## config.mk

```make
export PLATFORM = sky130hd
export DESIGN_NAME = unified_mem_arbiter
export DESIGN_NICKNAME = d
export VERILOG_FILES = /design/src/rtl/unified_mem_arbiter.sv
export SDC_FILE = /design/constraint.sdc
export NUM_CORES = 1
export LEC_CHECK = 0
export BUFFER_PORTS_ARGS = -buffer_cell sky130_fd_sc_hd__clkbuf_2
export CAP_MARGIN = 25
export CORE_ASPECT_RATIO = 0.6
export CORE_UTILIZATION = 48
export DETAILED_ROUTE_END_ITERATION = 10
export MAX_ROUTING_LAYER = met4
export PLACE_DENSITY = 0.86
export SLEW_MARGIN = 40
export SYNTH_ARGS = -nofsm -noshare
export SYNTH_HDL_FRONTEND = slang
export SYNTH_SLANG_ARGS = --single-unit
```

## constraint.sdc

```tcl
create_clock -name clk -period 3.37 [get_ports clk]
set_clock_uncertainty 0.2 [all_clocks]
set_input_delay 0.674 -clock clk [delete_from_list [all_inputs] [get_ports clk]]
set_output_delay 0.674 -clock clk [all_outputs]
set_load 0.1 [all_outputs]
```

## src/rtl/unified_mem_arbiter.sv

```systemverilog
// -----------------------------------------------------------------------------
// unified_mem_arbiter
//
// Shares one single-ported unified memory between the instruction-fetch port
// and the load/store port of the RISC-V core. Each access walks through
// IDLE -> ISSUE -> (WAIT) -> RESP, so at most one transaction is outstanding.
// Data accesses win over fetch, except that after STARVE_MAX consecutive data
// grants taken while fetch was waiting, the next contested grant goes to fetch.
//
// Parameters
//   MEM_LAT    : cycles from accepted read (mem_en & mem_ready) to valid
//                mem_rdata, 1..7
//   STARVE_MAX : consecutive contested data grants before fetch is forced, 1..15
//
// Ports
//   clk, rst              : clock, synchronous active-high reset
//   if_req/if_addr        : fetch request (level) and address
//   if_rdata/if_valid     : fetch read data and one-cycle completion pulse
//   if_stall              : if_req & ~if_valid
//   d_req/d_addr          : data request (level) and address
//   d_wr/d_wdata          : byte write enables (0 = read) and store data
//   d_rdata/d_valid       : load data and one-cycle completion pulse
//   d_stall               : d_req & ~d_valid
//   mem_en/mem_addr       : memory strobe and address
//   mem_wr/mem_wdata      : memory byte enables and write data
//   mem_ready/mem_rdata   : memory accept handshake and read data
// -----------------------------------------------------------------------------
module unified_mem_arbiter #(
    parameter int MEM_LAT    = 1,
    parameter int STARVE_MAX = 4
) (
    input  logic        clk,
    input  logic        rst,

    input  logic        if_req,
    input  logic [31:0] if_addr,
    output logic [31:0] if_rdata,
    output logic        if_valid,
    output logic        if_stall,

    input  logic        d_req,
    input  logic [31:0] d_addr,
    input  logic [3:0]  d_wr,
    input  logic [31:0] d_wdata,
    output logic [31:0] d_rdata,
    output logic        d_valid,
    output logic        d_stall,

    output logic        mem_en,
    output logic [31:0] mem_addr,
    output logic [3:0]  mem_wr,
    output logic [31:0] mem_wdata,
    input  logic        mem_ready,
    input  logic [31:0] mem_rdata
);

    typedef enum logic [1:0] {
        IDLE,
        ISSUE,
        WAIT,
        RESP
    } state_t;

    localparam logic [2:0] LAT_LOAD   = 3'(MEM_LAT - 1);
    localparam logic [3:0] STARVE_LIM = 4'(STARVE_MAX);

    state_t      state, state_nxt;
    logic        owner_if, owner_if_nxt;     // 1 = fetch owns the transaction
    logic [2:0]  lat_cnt, lat_cnt_nxt;
    logic [3:0]  starve_cnt, starve_cnt_nxt;
    logic [31:0] addr_q, addr_nxt;
    logic [3:0]  wr_q, wr_nxt;
    logic [31:0] wdata_q, wdata_nxt;
    logic [31:0] rdata_q, rdata_nxt;
    logic        grant_if;

    always_ff @(posedge clk) begin
        if (rst) begin
            state      <= IDLE;
            owner_if   <= 1'b0;
            lat_cnt    <= 3'd0;
            starve_cnt <= 4'd0;
            addr_q     <= 32'd0;
            wr_q       <= 4'd0;
            wdata_q    <= 32'd0;
            rdata_q    <= 32'd0;
        end else begin
            state      <= state_nxt;
            owner_if   <= owner_if_nxt;
            lat_cnt    <= lat_cnt_nxt;
            starve_cnt <= starve_cnt_nxt;
            addr_q     <= addr_nxt;
            wr_q       <= wr_nxt;
            wdata_q    <= wdata_nxt;
            rdata_q    <= rdata_nxt;
        end
    end

    always_comb begin
        state_nxt      = state;
        owner_if_nxt   = owner_if;
        lat_cnt_nxt    = lat_cnt;
        starve_cnt_nxt = starve_cnt;
        addr_nxt       = addr_q;
        wr_nxt         = wr_q;
        wdata_nxt      = wdata_q;
        rdata_nxt      = rdata_q;
        grant_if       = 1'b0;

        case (state)
            IDLE: begin
                if (if_req || d_req) begin
                    // Fetch wins when alone, or when contested and starved.
                    grant_if     = if_req && (!d_req || (starve_cnt == STARVE_LIM));
                    owner_if_nxt = grant_if;
                    state_nxt    = ISSUE;
                    if (grant_if) begin
                        addr_nxt       = if_addr;
                        wr_nxt         = 4'd0;
                        wdata_nxt      = 32'd0;
                        starve_cnt_nxt = 4'd0;
                    end else begin
                        addr_nxt  = d_addr;
                        wr_nxt    = d_wr;
                        wdata_nxt = d_wdata;
                        // Only a grant that leaves fetch waiting counts toward starvation.
                        if (if_req && (starve_cnt != STARVE_LIM)) begin
                            starve_cnt_nxt = starve_cnt + 4'd1;
                        end
                    end
                end
            end

            ISSUE: begin
                if (mem_ready) begin
                    if (wr_q != 4'd0) begin
                        state_nxt = RESP;
                    end else begin
                        lat_cnt_nxt = LAT_LOAD;
                        state_nxt   = WAIT;
                    end
                end
            end

            WAIT: begin
                if (lat_cnt == 3'd0) begin
                    rdata_nxt = mem_rdata;
                    state_nxt = RESP;
                end else begin
                    lat_cnt_nxt = lat_cnt - 3'd1;
                end
            end

            RESP: begin
                state_nxt = IDLE;
            end

            default: begin
                state_nxt = IDLE;
            end
        endcase
    end

    // Strobe and byte enables are only live while issuing; address and data
    // simply hold the last latched transaction.
    assign mem_en    = (state == ISSUE);
    assign mem_wr    = (state == ISSUE) ? wr_q : 4'd0;
    assign mem_addr  = addr_q;
    assign mem_wdata = wdata_q;

    assign if_valid  = (state == RESP) && owner_if;
    assign d_valid   = (state == RESP) && !owner_if;
    assign if_rdata  = rdata_q;
    assign d_rdata   = rdata_q;

    assign if_stall  = if_req & ~if_valid;
    assign d_stall   = d_req & ~d_valid;

endmodule

```

==> results.ini, run 1 <==
[place]
gp_congestion = 0.833
port_buffers = 273
dp_hpwl_um = 9890

[synthesis]
synth_adder_area_share_pct = 2.02
ys_types = 38
synthArstFlopShare_pct = 0
yosysWarnings = 0
netlist_top_cells_area = dfxtp_1 (44%), nand2_1 (8.1%), a21oi_1 (7.7%)
synth.area.mux_share_pct = 0.430
synth_cells = 615
synth-xor-area-share_pct = 0
synth_edf_count = 0
synth_seq_cells = 110
synth_top_family_by_area = compound AO/OA/AOI/OAI gates
synth_seq_area_share_pct = 44.5
ys.flop_type = dfxtp_1
synth_compound_gate_area_share_pct = 22.0
syn-num-nets = 760
netlist_area_sq_um = 4950
syn_area_per_cell_sq_um = 8.05
synth_top_area_share_pct = 44.5
synth.largest_area_cell = dfxtp_1
yosys.area_share.simple_pct = 20.3

[detailed_routing]
drt_wl_total_um = 14100
post_drt_wl_per_cell_um = 14.7
ant_nets = 0
avgViaCountPerCell = 5.43
vias = 5214
wl_met1_um = 6760
met2_length_um = 6380
wl_met3_um = 865
drtIter0Drc = 303
top_layer = met4
first_pass_iters = 5
drc = 0

[clock_network]
cts_tree = yes
clk_path_buf_depth = 2
ctsResizeCount = 0
numCtsBuffers = 9
path_clk_slew_ns = 0.07
root_buffer = clkbuf_16
cts.sinks = 110
post_cts_buffers = 0
h-tree-depth = 3
cts-hold-fix-buffers = 0
insertion_delay_ns = 0.34

[critical_path]
critical_path_class = reg2out
cp.arrival_ns = 1.74
cp_top_family = buffers and inverters
path_max_fanout = 10
start_kind = register
cpMaxStageDelayCell = clkbuf_2
crit_buf_inv = 2
end_kind = output port
cp_cell_sequence = inv_1 -> ha_1 -> and2_1 -> clkbuf_2
slowest_delay_ns = 0.46
crit_required_ns = 2.50

[floorplan]
num_rows = 28
core_sq_um = 9950
die_w_um = 133
start_util_pct = 49.8
ioPinCount = 274
die_area_sq_um = 10700
die_y_um = 80.7

[run_status]
outcome = complete, no violations

[power]
irDropWorstVdd_mv = 0.660
p_per_area_nw_per_um2 = 1120
p_total_mw = 7.19
leakagePower_nw = 2.91

[timing]
period_needed_ns = 2.61
setup_tns_ns = 0
setup_viol = 0
grt_setup_unrepaired = no
drv_slew = 0
max_freq_mhz = 383
hold_viol = 0
tightest_slew_ns = 0.799
relSlewSlack_pct = 46.7
period_share_pct = 77.5

[layout]
nets = 965
n_antenna_cell = 0
area_growth_pct = 30.2
drive_gt1_share_pct = 37.5

[global_routing]
first_global_vias = 4542
grt-ovfl-total = 0
track_usage_pct = 26.2
antenna_found_initial = 0
grt_max_degree = 78
grt_pass1_wl_um = 22100

[flow_run]
max_cap_violations = 0

[worst_hold_path]
hold_class = reg2reg

cell usage in the layout (no fill, tap or decap), types with 2 or more instances in the layout:
cell type	synthesis	routed
clkbuf_2	0	272
dfxtp_1	110	110
nand2_1	107	107
a21oi_1	76	76
nand4_1	39	39
a31oi_1	34	34
nand3_1	33	33
o21ai_0	33	33
o211ai_1	32	32
buf_4	33	14
clkbuf_16	0	9
ha_1	8	8
inv_1	8	7
and2_1	7	7
nor2b_1	7	5
nand4b_1	4	4
o31ai_1	3	3
nor2b_2	0	2
inv_2	1	2
or4_1	2	2
o21a_1	2	2
clkbuf_8	0	2
bufinv_16	0	2
cell usage after synthesis (all sizes together) (2+ instances only):
cell type,instances
o21ai,34
a21oi,76
inv,9
nand4b,4
and2,7
dfxtp,110
nand3,33
o31ai,3
a31oi,34
or4,2
nand4,39
nand2,107
clkbuf,37
ha,8
nor2b,7
o21a,2
buf,56
o211ai,32
cell type report:
| cell class | instances | area [sq um] |
|---|---|---|
| fillers | 874 | 3500 |
| repair buffers | 287 | 1490 |
| inverters | 9 | 33.8 |
| clock buffers | 11 | 253 |
| well taps | 135 | 169 |
| flip-flops and latches | 110 | 2200 |
| clock inverters | 5 | 81.3 |
| multi-input cells | 403 | 2220 |
per-stage QoR:
stage                     hold WS, ns  utilization (%)  area (sq um)  setup WS (ns)  cells
after global routing            0.281             64.8          6450          0.648    960
final                           0.258             64.8          6450          0.759    960
after global placement          0.244             61.4          6110          0.838    944
after CTS                       0.258             64.8          6450          0.747    960
after detailed placement        0.248             61.4          6110          0.829    944
after floorplan                 0.244                -          4960          0.117    615
routing by layer:
| layer | GRT usage (%) | vias up |
|---|---|---|
| met4 | 6.82 | 0 |
| met2 | 41.0 | 185 |
| met1 | 34.8 | 2440 |
| met5 | - | - |
| met3 | 5.18 | 14 |
| li1 | - | 2575 |
logic make-up after synthesis:
family                     Yosys count
and+or+nand+nor                    207
adders and majority gates            8
buffers and inverters              102
AOI/OAI and AO/OA                  186
muxes                                2
DFF                                110
registers in the layout (all words and copies together) (netlist names):
register    flops
lat_cnt         3
wr_q            4
starve_cnt      4
owner_if        1
mem_addr       32
d_rdata        32
mem_wdata      32
state           2
where the power goes:
part	leakage, nW	internal (mW)	total [mW]	switching [mW]
combinational	1.85	0.638	4.22	3.59
sequential	0.901	1.61	1.81	0.192
clock	0.162	0.692	1.16	0.469
total	2.91	2.94	7.19	4.25
tightest hold or removal path: cells and delay by family (launching register included):
kind | cells | cell delay, ns
DFF | 1 | 0.31
AOI/OAI and AO/OA | 1 | 0.05
and+or+nand+nor | 1 | 0.05
final timing paths:
path | cells after the start | slack (ns) | endpoint | startpoint
worst min register to register | 2 | 0.26 | mem_wdata[24] | mem_wdata[24]
worst max-delay path | 4 | 0.76 | mem_wr[2] | state[1]
worst max register to register | 6 | 1.15 | mem_addr[26] | state[0]
worst min-delay path | 2 | 0.26 | mem_wdata[24] | mem_wdata[24]
No activity file was read; power rests on OpenSTA's default activity.
==> inputs of run 2 (changes only) <==
--- a/config.mk
+++ b/config.mk
@@ -8,10 +8,10 @@
 export BUFFER_PORTS_ARGS = -buffer_cell sky130_fd_sc_hd__clkbuf_2
 export CAP_MARGIN = 25
 export CORE_ASPECT_RATIO = 0.6
-export CORE_UTILIZATION = 48
+export CORE_UTILIZATION = 45
 export DETAILED_ROUTE_END_ITERATION = 10
 export MAX_ROUTING_LAYER = met4
-export PLACE_DENSITY = 0.86
+export PLACE_DENSITY = 0.81
 export SLEW_MARGIN = 40
 export SYNTH_ARGS = -nofsm -noshare
 export SYNTH_HDL_FRONTEND = slang
==> constraint.sdc (replaced) <==
create_clock -name clk -period 2.6 [get_ports clk]
set_clock_uncertainty 0.2 [all_clocks]
set_input_delay 0.52 -clock clk [delete_from_list [all_inputs] [get_ports clk]]
set_output_delay 0.52 -clock clk [all_outputs]
set_load 0.1 [all_outputs]
==> run 2 against run 1 <==
Against the previous run:
- die area increased by 6.5%
- register-to-register slack got worse by 0.70 ns
- sequential power increased by 29%
- sequential share of layout area decreased by 0.073 points
- hold slack got worse by 0.056 ns
- combinational power increased by 31%
- utilization decreased by 4.0 points
- critical path type unchanged
- critical endpoint is now mem_wr[0]
==> results.ini, run 2 (synthesized netlist as in run 1, its figures left out) <==
[floorplan]
die_area_sq_um = 11400  ; +6.5%
ioPinCount = 274  ; unchanged
start_util_pct = 46.6  ; -3.2 points
die_y_um = 83.3  ; +3.2%
core_sq_um = 10600  ; +6.9%
num_rows = 29  ; +3.6%
die_w_um = 137  ; +3.2%

[global_routing]
grt_max_degree = 78  ; unchanged
antenna_found_initial = 0  ; unchanged
first_global_vias = 4617  ; +1.7%
grt-ovfl-total = 0  ; unchanged
grt_pass1_wl_um = 22500  ; +1.7%
track_usage_pct = 25.1  ; -1.2 points

[detailed_routing]
drt_wl_total_um = 13900  ; -2.0%
first_pass_iters = 6  ; +1
vias = 5128  ; -1.6%
drc = 0  ; unchanged
post_drt_wl_per_cell_um = 14.4  ; -2.5%
drtIter0Drc = 373  ; +23%
avgViaCountPerCell = 5.31  ; -2.2%
ant_nets = 0  ; unchanged

[power]
leakagePower_nw = 2.91  ; -0.17%
irDropWorstVdd_mv = 0.880  ; +33%
p_per_area_nw_per_um2 = 1410  ; +26%
p_total_mw = 9.09  ; +26%

[clock_network]
cts_tree = yes
ctsResizeCount = 0  ; unchanged
numCtsBuffers = 9  ; unchanged
path_clk_slew_ns = 0.07  ; about the same
root_buffer = clkbuf_16
h-tree-depth = 3  ; unchanged
clk_path_buf_depth = 2  ; unchanged
cts-hold-fix-buffers = 0  ; unchanged
post_cts_buffers = 0  ; unchanged
insertion_delay_ns = 0.33  ; about the same
cts.sinks = 110  ; unchanged

[timing]
hold_viol = 0  ; unchanged
setup_viol = 0  ; unchanged
period_share_pct = 91.8
tightest_slew_ns = 0.717  ; -0.0824 ns
setup_tns_ns = 0  ; unchanged
period_needed_ns = 2.39
drv_slew = 0  ; unchanged
grt_setup_unrepaired = no
relSlewSlack_pct = 52.2  ; +5.5 points
max_freq_mhz = 419

[place]
placed_area_sq_um = 6200  ; +1.4%
port_buffers = 273  ; unchanged
gp_congestion = 0.810  ; -2.8%
dp_hpwl_um = 9970  ; +0.82%
dpl.cell_count = 951  ; +0.74%

[critical_path]
end_kind = output port
crit_buf_inv = 2  ; unchanged
cp_cell_sequence = inv_1 -> ha_2 -> and2_2 -> clkbuf_2
critical_path_class = reg2out
cp.arrival_ns = 1.67  ; -0.07 ns
crit_required_ns = 1.88  ; -0.62 ns
start_kind = register
cp_top_family = buffers and inverters
slowest_delay_ns = 0.45  ; about the same
cpMaxStageDelayCell = clkbuf_2
path_max_fanout = 10  ; unchanged

[worst_hold_path]
hold_class = in2reg

[layout]
drive_gt1_share_pct = 38.0  ; +0.56 points
n_antenna_cell = 0  ; unchanged
fin_cells = 965  ; +0.52%
area_growth_pct = 30.5
final_common_cell = clkbuf_2
layout_common_cells = clkbuf_2 (271), dfxtp_1 (110), nand2_1 (107)
fin_area_sq_um = 6460  ; +0.21%
fillers = 962  ; +10%
nets = 968  ; +0.31%

[flow_run]
max_cap_violations = 0  ; unchanged

[run_status]
outcome = complete, no violations

==> run 2: tightest hold or removal path: cells and delay by family <==
family,cells,cell delay (ns)
AO/OA/AOI/OAI,1,0.05
AND/OR/NAND/NOR,1,0.04
buffers and inverters,1,0.08
==> run 2: final cells by class <==
cell class / count / area, sq um / share of cell area, %
multi-input combinational: 403 / 2240 / 34.6
inverter: 9 / 33.8 / 0.523
sequential: 110 / 2200 / 34.1
clock inverter: 3 / 22.5 / 0.349
timing repair buffer: 290 / 1550 / 24.0
clock buffer: 11 / 243 / 3.76
tap: 139 / 174 / 2.69
==> run 2: power breakdown <==
part / switching (mW) / total (mW) / internal (mW)
registers: 0.247 / 2.34 / 2.09
clock network: 0.571 / 1.24 / 0.666
logic: 4.65 / 5.51 / 0.862
==> run 2: layer usage <==
metal | vias up | GRT usage, % | share of wire [%]
li1 | 2583 | - | -
met1 | 2331 | 35.4 | 49
met2 | 197 | 35.9 | 43
met3 | 17 | 5.56 | 7.0
met4 | 0 | 6.19 | 1.2
met5 | - | - | 0
==> run 2: final timing paths <==
path                  from             to  slack, ns  cells after the start
max               state[1]      mem_wr[0]       0.21                      4
min          mem_rdata[18]    d_rdata[18]       0.20                      3
max reg2reg       state[0]    d_rdata[14]       0.45                      6
min reg2reg  mem_wdata[31]  mem_wdata[31]       0.25                      2
==> run 2: per-stage QoR <==
| stage | setup slack (ns) | util (%) | hold slack (ns) |
|---|---|---|---|
| after floorplan | 0.0221 | - | 0.244 |
| after global placement | 0.489 | 58.3 | 0.243 |
| after detailed placement | 0.456 | 58.3 | 0.247 |
| after CTS | 0.190 | 60.8 | 0.186 |
| after global routing | 0.119 | 60.8 | 0.177 |
| final | 0.213 | 60.8 | 0.202 |
